==> src/rtl/ahblite_gcd_pkg.sv <==
// Shared register offsets, control-bit positions and FSM state encoding
// for the AHB-Lite GCD peripheral.
package ahblite_gcd_pkg;

  localparam int BUS_W = 32;

  localparam logic [1:0] REG_A      = 2'd0;
  localparam logic [1:0] REG_B      = 2'd1;
  localparam logic [1:0] REG_CTRL   = 2'd2;
  localparam logic [1:0] REG_RESULT = 2'd3;

  // START is a write-side bit; BUSY/DONE are read-side bits of CTRL
  localparam int CTRL_START = 0;
  localparam int CTRL_BUSY  = 0;
  localparam int CTRL_DONE  = 1;

  typedef enum logic [1:0] {
    IDLE = 2'd0,
    CALC = 2'd1,
    DONE = 2'd2
  } gcd_state_t;

endpackage

==> src/rtl/ahblite_gcd_core.sv <==
// Subtractive GCD engine: one subtract-or-finish step per clock while in CALC,
// with a sticky done flag that clears on the next start.
module gcd_core
  import ahblite_gcd_pkg::*;
#(
  parameter int DATA_W = 32
) (
  input  logic              clk,
  input  logic              rst,
  input  logic              start,
  input  logic [DATA_W-1:0] a,
  input  logic [DATA_W-1:0] b,
  output logic              busy,
  output logic              done,
  output logic [DATA_W-1:0] result
);

  gcd_state_t        state_reg, state_next;
  logic [DATA_W-1:0] wa_reg, wa_next;
  logic [DATA_W-1:0] wb_reg, wb_next;
  logic [DATA_W-1:0] result_reg, result_next;
  logic              done_reg, done_next;

  always_ff @(posedge clk or posedge rst) begin
    if (rst) begin
      state_reg  <= IDLE;
      wa_reg     <= '0;
      wb_reg     <= '0;
      result_reg <= '0;
      done_reg   <= 1'b0;
    end else begin
      state_reg  <= state_next;
      wa_reg     <= wa_next;
      wb_reg     <= wb_next;
      result_reg <= result_next;
      done_reg   <= done_next;
    end
  end

  always_comb begin
    state_next  = state_reg;
    wa_next     = wa_reg;
    wb_next     = wb_reg;
    result_next = result_reg;
    done_next   = done_reg;
    case (state_reg)
      IDLE, DONE: begin
        // A start landing in the single DONE cycle is honoured rather than lost
        if (start) begin
          state_next = CALC;
          wa_next    = a;
          wb_next    = b;
          done_next  = 1'b0;
        end else if (state_reg == DONE) begin
          state_next = IDLE;
        end
      end
      CALC: begin
        if (wb_reg == '0 || wa_reg == wb_reg) begin
          result_next = wa_reg;
          done_next   = 1'b1;
          state_next  = DONE;
        end else if (wa_reg == '0) begin
          result_next = wb_reg;
          done_next   = 1'b1;
          state_next  = DONE;
        end else if (wa_reg > wb_reg) begin
          wa_next = wa_reg - wb_reg;
        end else begin
          wb_next = wb_reg - wa_reg;
        end
      end
      default: state_next = IDLE;
    endcase
  end

  assign busy   = (state_reg == CALC);
  assign done   = done_reg;
  assign result = result_reg;

endmodule

==> src/rtl/ahblite_gcd.sv <==
// AHB-Lite zero-wait slave wrapping the GCD core: operand registers A/B,
// CTRL (start / done+busy status) and read-only RESULT.
module ahblite_gcd
  import ahblite_gcd_pkg::*;
#(
  parameter int DATA_W = BUS_W
) (
  input  logic        HCLK,
  input  logic        HRESET,
  input  logic        HSEL,
  input  logic [31:0] HADDR,
  input  logic [1:0]  HTRANS,
  input  logic [2:0]  HSIZE,
  input  logic [3:0]  HPROT,
  input  logic        HWRITE,
  input  logic [31:0] HWDATA,
  input  logic        HREADY,
  output logic        HREADYOUT,
  output logic        HRESP,
  output logic [31:0] HRDATA,
  output logic        gcd_irq
);

  logic [1:0]        addr_q;
  logic              wr_q;
  logic              valid_q;
  logic [DATA_W-1:0] a_reg, b_reg;
  logic              core_busy, core_done;
  logic [DATA_W-1:0] core_result;
  logic              addr_phase;
  logic              wr_en;
  logic              start;

  // Bus fields the slave deliberately does not decode
  logic unused_bus_bits;
  assign unused_bus_bits = &{1'b0, HSIZE, HPROT, HADDR[31:4], HADDR[1:0], HTRANS[0]};

  assign addr_phase = HSEL & HTRANS[1] & HREADY;
  assign wr_en      = valid_q & wr_q;
  assign start      = wr_en && (addr_q == REG_CTRL) && HWDATA[CTRL_START] && !core_busy;

  always_ff @(posedge HCLK or posedge HRESET) begin
    if (HRESET) begin
      addr_q  <= '0;
      wr_q    <= 1'b0;
      valid_q <= 1'b0;
    end else begin
      valid_q <= addr_phase;
      if (addr_phase) begin
        addr_q <= HADDR[3:2];
        wr_q   <= HWRITE;
      end
    end
  end

  // Operands are frozen while the core is computing
  always_ff @(posedge HCLK or posedge HRESET) begin
    if (HRESET) begin
      a_reg <= '0;
      b_reg <= '0;
    end else if (wr_en && !core_busy) begin
      if (addr_q == REG_A) a_reg <= HWDATA;
      if (addr_q == REG_B) b_reg <= HWDATA;
    end
  end

  gcd_core #(
    .DATA_W (DATA_W)
  ) u_core (
    .clk    (HCLK),
    .rst    (HRESET),
    .start  (start),
    .a      (a_reg),
    .b      (b_reg),
    .busy   (core_busy),
    .done   (core_done),
    .result (core_result)
  );

  always_comb begin
    HRDATA = '0;
    if (valid_q && !wr_q) begin
      case (addr_q)
        REG_A:      HRDATA = a_reg;
        REG_B:      HRDATA = b_reg;
        REG_CTRL: begin
          HRDATA[CTRL_BUSY] = core_busy;
          HRDATA[CTRL_DONE] = core_done;
        end
        REG_RESULT: HRDATA = core_result;
        default:    HRDATA = '0;
      endcase
    end
  end

  assign HREADYOUT = 1'b1;
  assign HRESP     = 1'b0;
  assign gcd_irq   = core_done;

endmodule

==> config.mk <==
export PLATFORM = sky130hd
export DESIGN_NAME = ahblite_gcd
export DESIGN_NICKNAME = d
export VERILOG_FILES = /design/src/rtl/ahblite_gcd_pkg.sv /design/src/rtl/ahblite_gcd_core.sv /design/src/rtl/ahblite_gcd.sv
export SDC_FILE = /design/constraint.sdc
export NUM_CORES = 1
export LEC_CHECK = 0
export CAP_MARGIN = 20
export CORE_ASPECT_RATIO = 0.5
export CORE_MARGIN = 10
export CORE_UTILIZATION = 50
export CTS_BUF_LIST = sky130_fd_sc_hd__clkbuf_8
export DETAILED_ROUTE_END_ITERATION = 10
export PLACE_DENSITY = 0.8
export SYNTH_ARGS = -nofsm -noshare
export SYNTH_HDL_FRONTEND = slang
export SYNTH_HIERARCHICAL = 1
export SYNTH_SLANG_ARGS = --single-unit
==> constraint.sdc <==
create_clock -name HCLK -period 6.5 [get_ports HCLK]
set_input_delay 1.3 -clock HCLK [delete_from_list [all_inputs] [get_ports HCLK]]
set_output_delay 1.3 -clock HCLK [all_outputs]
set_load 0.03 [all_outputs]
==> Yosys cells after proc, flatten, opt, wreduce, memory -nomap -nowiden <==
Index checks and enable logic that the tools add are counted.
{ "totals": {"out_inout_bits": 35, "wordCells": 75, "ff_bits": 167, "input_bits": 78} }
{ "classes": {"reduce_logical": 22, "add_sub_neg": 2, "mux": 24, "n_lt_le_gt_ge": 1, "n_eq_ne": 13, "n_bitwise": 3} }
{ "op_table": {"columns": ["operator", "n"], "rows": [
  ["2-to-1 mux 32 bit", 11],
  ["case mux 32 bit (2 select lines)", 2],
  ["case mux 30 bit (3 select lines)", 1],
  ["logical NOT 32 bit", 2],
  ["subtractor 32 bit", 2],
  ["equality test 32 bit", 1],
  ["> comparator 32 bit", 1],
  ["AND reduction 5 bit", 2],
  ["2-to-1 mux 2 bit", 4],
  ["!= test 2 bit (second input constant)", 4],
  ["case mux 2 bit (4 select lines)", 1],
  ["AND reduction 2 bit", 4],
  ["equality test 2 bit (second input constant)", 3],
  ["logical AND 1 bit", 5],
  ["equality test 2 x 1 -> 1 bit (second input constant)", 2],
  ["logical NOT 2 bit", 2],
  ["case mux 2 bit (2 select lines)", 1],
  ["nonzero test 2 bit", 2],
  ["AND 1 bit", 3],
  ["2-to-1 mux 1 bit", 3],
  ["!= test 3 x 1 -> 1 bit (second input constant)", 1],
  ["!= test 3 x 2 -> 1 bit (second input constant)", 1],
  ["AND reduction 3 bit", 1],
  ["logical NOT 1 bit", 2],
  ["other kinds (4)", 4]
]} }

==> Depth between registers and ports, before layout <==
Gate-level depths: netlist of run 1.
{ "depth": {"ltp_word": 6, "mapped_depth": 14, "ltp_nobuf": 11} }

==> Cells and area by module <==
The synthesis of run 1 kept the hierarchy.
{ "modules_own_cells": {"columns": ["module", "n_inst", "area_per_inst_um2", "cells_each"], "rows": [
  ["gcd_core", 1, 8209.1, 1060],
  ["ahblite_gcd", 1, 3584.7, 295]
]} }

==> Least setup slack after synthesis of run 1 <==
Ideal clock, no wire load.
{ "synth_path": {"path_kind": "register to output", "startpoint": "register u_core.state_reg[1]", "endpoint": "output HRDATA[0]", "path_stages_with_launch": 7, "t_arrival_ns": 1.713, "path_slack_ns": 3.487, "required_ns": 5.200, "n_path_buf": 2, "cell_sequence": "dfrtp_1 nand2b_1 inv_1 clkbuf_1 buf_1 mux4_2 and3b_1"} }
{ "synth_between": {"elab_chain_len": 3} }
{ "synth_lines": {"columns": ["item", "line", "source"], "rows": [
  ["from (decl)", "ahblite_gcd_core.sv:18", "gcd_state_t state_reg, state_next;"],
  ["from (signal assigned)", "ahblite_gcd_core.sv:32", "state_reg <= state_next;"],
  ["equality test 2 x 1 -> 1 bit", "ahblite_gcd_core.sv:77", "assign busy = (state_reg == CALC);"],
  ["via core_busy", "ahblite_gcd.sv:28", "logic core_busy, core_done;"],
  ["case mux 2 bit (4 select lines)", "ahblite_gcd.sv:83", "case (addr_q)"],
  ["2-to-1 mux 32 bit", "ahblite_gcd.sv:82", "if (valid_q && !wr_q) begin"],
  ["to (decl)", "ahblite_gcd.sv:20", "output logic [31:0] HRDATA,"]
]} }
The timed path passes the listed nets, and every way through them passes these cells.

==> Worst setup path after layout of run 1 <==
{ "layout_path": {"startpoint": "register addr_q[1]", "endpoint": "output HRDATA[21]"} }
{ "layout_between": {"elab_chain_len": 3} }
{ "layout_lines": {"columns": ["item", "line", "source"], "rows": [
  ["from (decl)", "ahblite_gcd.sv:24", "logic [1:0] addr_q;"],
  ["from (signal assigned)", "ahblite_gcd.sv:50", "addr_q <= HADDR[3:2];"],
  ["equality test 2 bit, or another cell as far along", "ahblite_gcd.sv:83", null],
  ["case mux 30 bit (3 select lines) *", "ahblite_gcd.sv:83", null],
  ["2-to-1 mux 32 bit *", "ahblite_gcd.sv:82", null]
]} }
Every way passes the cells marked *; elsewhere a longest branch is shown, timed or not.

==> results of run 1 <==
## power by group
group	internal, W	switching, W	total [W]	leakage [nW]
Combinational	0.0000886	0.000109	0.000198	3.62
Clock	0.000394	0.000420	0.000813	0.217
Sequential	0.00105	0.0000222	0.00107	2.13
## placed cells by master, fill, tap and decap left out, types with 3 or more instances in the layout
| master | n |
|---|---|
| mux2_2 | 35 |
| and2_1 | 3 |
| or2_2 | 34 |
| nand3_1 | 32 |
| nand3b_1 | 6 |
| mux2i_1 | 63 |
| nand2_1 | 182 |
| nor3_1 | 10 |
| and3b_1 | 3 |
| o31ai_1 | 3 |
| o21ai_0 | 104 |
| inv_1 | 89 |
| clkbuf_8 | 22 |
| xor2_1 | 14 |
| clkdlybuf4s50_1 | 72 |
| o2111ai_1 | 4 |
| a21oi_1 | 114 |
| nor4_1 | 17 |
| o22ai_1 | 3 |
| o21a_1 | 3 |
| a31oi_1 | 37 |
| o221ai_1 | 6 |
| o21bai_1 | 16 |
| nand2b_1 | 15 |
| o22a_1 | 3 |
| nor2_1 | 74 |
| buf_4 | 15 |
| dfrtp_1 | 166 |
| or3_1 | 6 |
| a41oi_1 | 4 |
| xnor2_1 | 28 |
| ha_1 | 63 |
| nor2b_1 | 4 |
| nand4_1 | 16 |
| o211ai_1 | 11 |
| mux2_4 | 30 |
| a2111oi_0 | 3 |
| a21o_1 | 18 |
## layout make-up
class	count	area share, %
multi-input cells	1008	52.7
clock buffers	22	2.32
flip-flops and latches	167	32.1
repair buffers	87	6.40
diodes	1	0.0192
well taps	307	2.95
inverters	91	2.64
clock inverters	10	0.893
## synthesized netlist by cell type, types with 3 or more instances
| cell type | n | area, µm² |
|---|---|---|
| nand2_1 | 182 | 683 |
| dfrtp_1 | 167 | 4180 |
| a21oi_1 | 114 | 571 |
| o21ai_0 | 104 | 521 |
| inv_1 | 90 | 338 |
| nor2_1 | 75 | 282 |
| ha_1 | 63 | 788 |
| mux2i_1 | 63 | 631 |
| buf_2 | 38 | 190 |
| a31oi_1 | 37 | 231 |
| clkbuf_1 | 36 | 135 |
| mux2_2 | 35 | 394 |
| or2_2 | 34 | 213 |
| nand3_1 | 32 | 160 |
| mux2_4 | 30 | 450 |
| xnor2_1 | 28 | 245 |
| a21o_1 | 18 | 135 |
| nor4_1 | 17 | 106 |
| nand2b_1 | 16 | 100 |
| nand4_1 | 16 | 100 |
| o21bai_1 | 16 | 120 |
| xor2_1 | 14 | 123 |
| o211ai_1 | 11 | 82.6 |
| buf_4 | 10 | 75.1 |
| nor3_1 | 10 | 50.1 |
| nand3b_1 | 6 | 45.0 |
| o221ai_1 | 6 | 52.6 |
| or3_1 | 6 | 37.5 |
| a41oi_1 | 4 | 35.0 |
| buf_6 | 4 | 45.0 |
| nor2b_1 | 4 | 25.0 |
| o2111ai_1 | 4 | 35.0 |
| o31ai_1 | 4 | 30.0 |
| a2111oi_0 | 3 | 26.3 |
| and2_1 | 3 | 18.8 |
| and3b_1 | 3 | 26.3 |
| o21a_1 | 3 | 22.5 |
| o22a_1 | 3 | 26.3 |
| o22ai_1 | 3 | 18.8 |
## worst max-delay path, stage by stage, from the launching register on
cell and delay, ns:
dfrtp_1 0.34, buf_4 0.40, and2_1 0.50, buf_4 0.39
nand2_1 0.17, a21oi_1 0.34, clkdlybuf4s50_1 0.75
## metrics by stage
step / hold slack (ns) / power [W] / cells / utilization, % / setup slack (ns)
floorplan: 0.445 / 0.00121 / 1355 / - / 2.61
global placement: 0.466 / 0.00128 / 1660 / 54.8 / 2.18
detailed placement: 0.475 / 0.00129 / 1660 / 54.8 / 2.15
CTS: 0.497 / 0.00209 / 1692 / 56.7 / 1.87
global route: 0.509 / 0.00214 / 1692 / 56.7 / 1.79
finish: 0.494 / 0.00209 / 1693 / 56.7 / 1.80
## kinds of logic (layout without fill, tap and decap cells)
group           Yosys count  in the layout  share of synthesized area (%)
compound gates          348            348                           17.6
xor+xnor                 42             42                           3.12
fa+ha+maj                65             65                           7.02
buf+inv                 180            210                           6.70
flops                   167            167                           35.4
mux                     132            132                           13.1
other cells               2              3                         0.0637
simple gates            419            419                           17.0
## final timing paths
check	start	end	slack, ns	cells after the start
min in group asynchronous	HRESET	b_reg[26]$_DFFE_PP0P_	1.22	2
worst min register to register	u_core/result[19]$_DFFE_PP0P_	u_core/result[19]$_DFFE_PP0P_	0.49	2
worst min-delay path	u_core/result[19]$_DFFE_PP0P_	u_core/result[19]$_DFFE_PP0P_	0.49	2
max in group asynchronous	HRESET	u_core/wa_reg[16]$_DFFE_PP0P_	4.01	3
worst max register to register	u_core/wa_reg[4]$_DFFE_PP0P_	u_core/wb_reg[9]$_DFFE_PP0P_	2.20	11
worst max-delay path	addr_q[1]$_DFFE_PP0P_	HRDATA[21]	1.80	6
## per-layer routing
layer  share of wire [%]  GRT usage [%]  up-vias
li1                    -              -     4747
met1                  45           36.2     5252
met2                  40           33.6      699
met3                  14           8.01       41
met4                 1.5           6.67        0
met5                   0              0        -
==> flow_metrics.env, run 1 <==
export IMPL_status="completed"
export IMPL_ios=113
export IMPL_drv_max_cap_violation_count=0
export IMPL_vdd_drop_max_mv=0.179
export IMPL_clock_path_buffers=2
export IMPL_cp_start_kind="register"
export IMPL_cts_made_buffers=17
export IMPL_hold_viol=0
export IMPL_max_freq_ghz=0.213
export IMPL_worst_pin_slew_ns=1.13
export IMPL_dieArea_mm2=0.0305
export IMPL_p_leak_nw=5.97
export IMPL_grt_max_degree=93
export IMPL_rsz0062_at_grt="no"
export IMPL_cts_root_buffer="clkbuf_8"
export IMPL_setup_viol=0
export IMPL_routed_wl_um=38800
export IMPL_final_nets=1515
export IMPL_finalCriticalPeriod_ns=4.70
export IMPL_relSlewSlack_pct=24.4
export IMPL_dp_final_hpwl_um=27700
export IMPL_die_x_um=237
export IMPL_overflow=0
export IMPL_cts_setup_buffers=0
export IMPL_gp_congestion=1.02
export IMPL_cts_tree="yes"
export IMPL_setup_worst_path_end_class="output pin"
export IMPL_syn2layout_area_growth_pct=10.4
export IMPL_rows=39
export IMPL_async_reset_ff_share_pct=100
export IMPL_grt_pass1_wl_um=59200
export IMPL_first_global_vias=10045
export IMPL_syn_nets=1498
export IMPL_maxSlewViolCount=0
export IMPL_postLayoutCellArea_mm2=0.0130
export IMPL_synth_seq_cells=167
export IMPL_fill_cells=1998
export IMPL_yosys_warnings=6
export IMPL_syn_cell_area_mm2=0.0118
export IMPL_grt_usage_pct=24.6
export IMPL_drt_first_pass_iters=6
export IMPL_first_iter_violations=1377
export IMPL_postCtsHoldBufs=0
export IMPL_crit_type="reg -> out"
export IMPL_antenna_found_initial=1
export IMPL_drc_errors=0
export IMPL_clk_pin_slew_ns=0.09
export IMPL_min_path_type="reg -> reg"
export IMPL_synth_edf_count=0
export IMPL_fin_tns_setup_ns=0
export IMPL_layout_drive_gt1_share_pct=12.2
export IMPL_regArea_mm2=0.00418
export IMPL_required_ns=5.20
export IMPL_critPathMaxFanout=37
export IMPL_syn_avg_cell_area_um2=8.70
export IMPL_initial_core_util_pct=51.3
export IMPL_ys_seq_area_share_pct=35.4
export IMPL_fp_dieH_um=129
export IMPL_htreeDepth=4
export IMPL_vias=10739
export IMPL_port_buffers=72
export IMPL_cp_arrival_ns=3.40
export IMPL_powerDensity_mw_per_mm2=160
export IMPL_multi_input_area_mm2=0.00686
export IMPL_post_dp_cell_area_mm2=0.0126
export IMPL_final_setup_skew_ns=0.0129
export IMPL_synth_cell_types=72
export IMPL_wl_per_cell_um=22.9
export IMPL_core_area_mm2=0.0230
export IMPL_yosys_most_used_dff="dfrtp_1"
export IMPL_clock_latency_ns=0.50
export IMPL_cts_sinks=167
export IMPL_synth_cells=1355
export IMPL_vias_per_cell=6.34
export IMPL_postRouteAntennaNets=0
export IMPL_post_route_period_util_pct=72.3
export IMPL_cts_repair_resized=0
Power figures use the tool's default switching activity.
==> run 2, diff against run 1 <==
Settings changed: PLACE_DENSITY 0.8 to 0.83.
Clock period 6.5 ns to 3.8 ns, I/O delays scaled along.
==> flow_metrics.env, run 2 (synthesized netlist as in run 1, its figures left out) <==
export IMPL_status="completed"
export IMPL_setup_worst_path_end_class="register"
export IMPL_cts_tree="yes"
export IMPL_wl_per_cell_um=22.3
export IMPL_syn2layout_area_growth_pct=11.9
export IMPL_gp_congestion=1.04
export IMPL_setup_viol=0
export IMPL_clk_pin_slew_ns=0.09
export IMPL_required_ns=4.20
export IMPL_antenna_found_initial=0
export IMPL_final_nets=1535
export IMPL_cts_sinks=167
export IMPL_rows=39
export IMPL_vias_per_cell=6.27
export IMPL_r2r_start="u_core/wa_reg[11]$_DFFE_PP0P_"
export IMPL_dp_final_hpwl_um=28800
export IMPL_critPathSlowestCell="a21oi_1"
export IMPL_slowest_delay_ns=0.56
export IMPL_clock_path_buffers=2
export IMPL_clock_latency_ns=0.49
export IMPL_critPathBufInv=2
export IMPL_power_frac_comb_pct=9.4
export IMPL_path_cells="inv_1, ha_1, a21o_1, o21bai_1, a31oi_1, o22ai_1, a21oi_1, o211a_1, buf_4, nor2_1, a41oi_1"
export IMPL_post_route_period_util_pct=94.6
export IMPL_dieArea_mm2=0.0305
export IMPL_worst_pin_slew_ns=1.03
export IMPL_cpLargestDelayFamily="compound AO/OA/AOI/OAI gates"
export IMPL_fp_dieH_um=129
export IMPL_relSlewSlack_pct=31.6
export IMPL_min_path_type="reg -> reg"
export IMPL_port_buffers=72
export IMPL_die_x_um=237
export IMPL_antennaDiodeCount=0
export IMPL_final_setup_skew_ns=0.0122
export IMPL_drc_errors=0
export IMPL_cts_made_buffers=17
export IMPL_p_sw_w=0.000937
export IMPL_postRouteAntennaNets=0
export IMPL_routed_wl_um=38200
export IMPL_clock_power_share_pct=38.8
export IMPL_cts_setup_buffers=0
export IMPL_grt_max_degree=49
export IMPL_vias=10730
export IMPL_cts_root_buffer="clkbuf_8"
export IMPL_cp_start_kind="register"
export IMPL_drv_max_cap_violation_count=0
export IMPL_ios=113
export IMPL_utilization_pct=57.4
export IMPL_htreeDepth=4
export IMPL_first_iter_violations=1627
export IMPL_hp_start="u_core/result[30]$_DFFE_PP0P_"
export IMPL_finalCriticalPeriod_ns=3.59
export IMPL_critPathMaxFanout=40
export IMPL_fin_tns_setup_ns=0
export IMPL_grt_pass1_wl_um=59000
export IMPL_vdd_drop_max_mv=0.289
export IMPL_cts_repair_resized=0
export IMPL_hold_viol=0
export IMPL_core_area_mm2=0.0230
export IMPL_final_cell_mix="nand2_1 (182), dfrtp_1 (166), a21oi_1 (114)"
export IMPL_powerDensity_mw_per_mm2=271
export IMPL_mostFrequentLayoutCell="nand2_1"
export IMPL_p_int_w=0.00264
export IMPL_max_freq_ghz=0.278
export IMPL_p_leak_nw=6.15
export IMPL_postCtsHoldBufs=0
export IMPL_maxSlewViolCount=0
export IMPL_overflow=0
export IMPL_layout_drive_gt1_share_pct=15.5
export IMPL_startpoint="u_core/wa_reg[11]$_DFFE_PP0P_"
export IMPL_rsz0062_at_grt="no"
export IMPL_initial_core_util_pct=51.3
export IMPL_seq_power_share_pct=51.7
export IMPL_grt_usage_pct=24.5
export IMPL_crit_type="reg -> reg"
export IMPL_fill_cells=1978
export IMPL_cp_arrival_ns=4.00
export IMPL_drt_first_pass_iters=6
export IMPL_first_global_vias=10279
export IMPL_swShare_pct=26.2
==> run 2: cell types whose count changed in the layout (fill, tap and decap cells not counted), moves of 2 or more <==
cell / before / now
inv_6: 2 / 0
buf_12: 0 / 8
clkinvlp_4: 1 / 3
clkdlybuf4s50_1: 72 / 41
clkbuf_8: 22 / 19
buf_4: 15 / 58
==> run 2: layer usage <==
metal / up-vias / routed length, µm / GRT usage (%)
li1: 4785 / - / -
met1: 5218 / 16400 / 34.2
met2: 663 / 15700 / 35.0
met3: 64 / 5360 / 8.75
met4: 0 / 725 / 7.19
met5: - / 0 / 0
==> run 2: through the flow <==
stage               hold WS (ns)  instances  area [µm²]  total power [W]  worst slack (ns)
floorplan                  0.445       1355       11800          0.00207             0.450
global placement           0.461       1680       12800          0.00221             0.437
detailed placement         0.471       1680       12800          0.00222             0.356
CTS                        0.492       1711       13200          0.00358             0.331
global route               0.522       1711       13200          0.00368            0.0654
finish                     0.490       1711       13200          0.00358             0.206
==> run 2: power groups by stage <==
stage | clock network (W) | logic [W] | registers (W)
detailed placement | 0 | 0.000332 | 0.00189
CTS | 0.00140 | 0.000335 | 0.00185
global placement | 0 | 0.000325 | 0.00188
finish | 0.00139 | 0.000338 | 0.00185
global route | 0.00147 | 0.000357 | 0.00186
floorplan | 0 | 0.000222 | 0.00185
==> run 2: path summary, 6_finish.rpt <==
path,to,slack (ns),cells past startpoint
worst max-delay path,u_core/wb_reg[9]$_DFFE_PP0P_,0.21,11
worst max register to register,u_core/wb_reg[9]$_DFFE_PP0P_,0.21,11
worst min register to register,u_core/result[30]$_DFFE_PP0P_,0.49,2
worst min-delay path,u_core/result[30]$_DFFE_PP0P_,0.49,2
min in group asynchronous,u_core/wa_reg[30]$_DFFE_PP0P_,0.76,2
max in group asynchronous,u_core/wa_reg[15]$_DFFE_PP0P_,2.30,3
==> run 2: final cells by class <==
type / instances / area, µm² / share of cell area (%)
Inverter: 91 / 344 / 2.61
Timing Repair Buffer: 107 / 1010 / 7.63
Multi-Input combinational cell: 1008 / 6860 / 52.0
Tap cell: 307 / 384 / 2.91
Sequential cell: 167 / 4180 / 31.7
Clock buffer: 19 / 262 / 1.98
Clock inverter: 12 / 154 / 1.17
==> run 2: worst reg2reg max path, stage by stage, from the launching register on <==
cell and delay (ns):
dfrtp_1 0.55, inv_1 0.11, ha_1 0.40, a21o_1 0.22
o21bai_1 0.17, a31oi_1 0.37, o22ai_1 0.19, a21oi_1 0.56
o211a_1 0.27, buf_4 0.40, nor2_1 0.12, a41oi_1 0.17
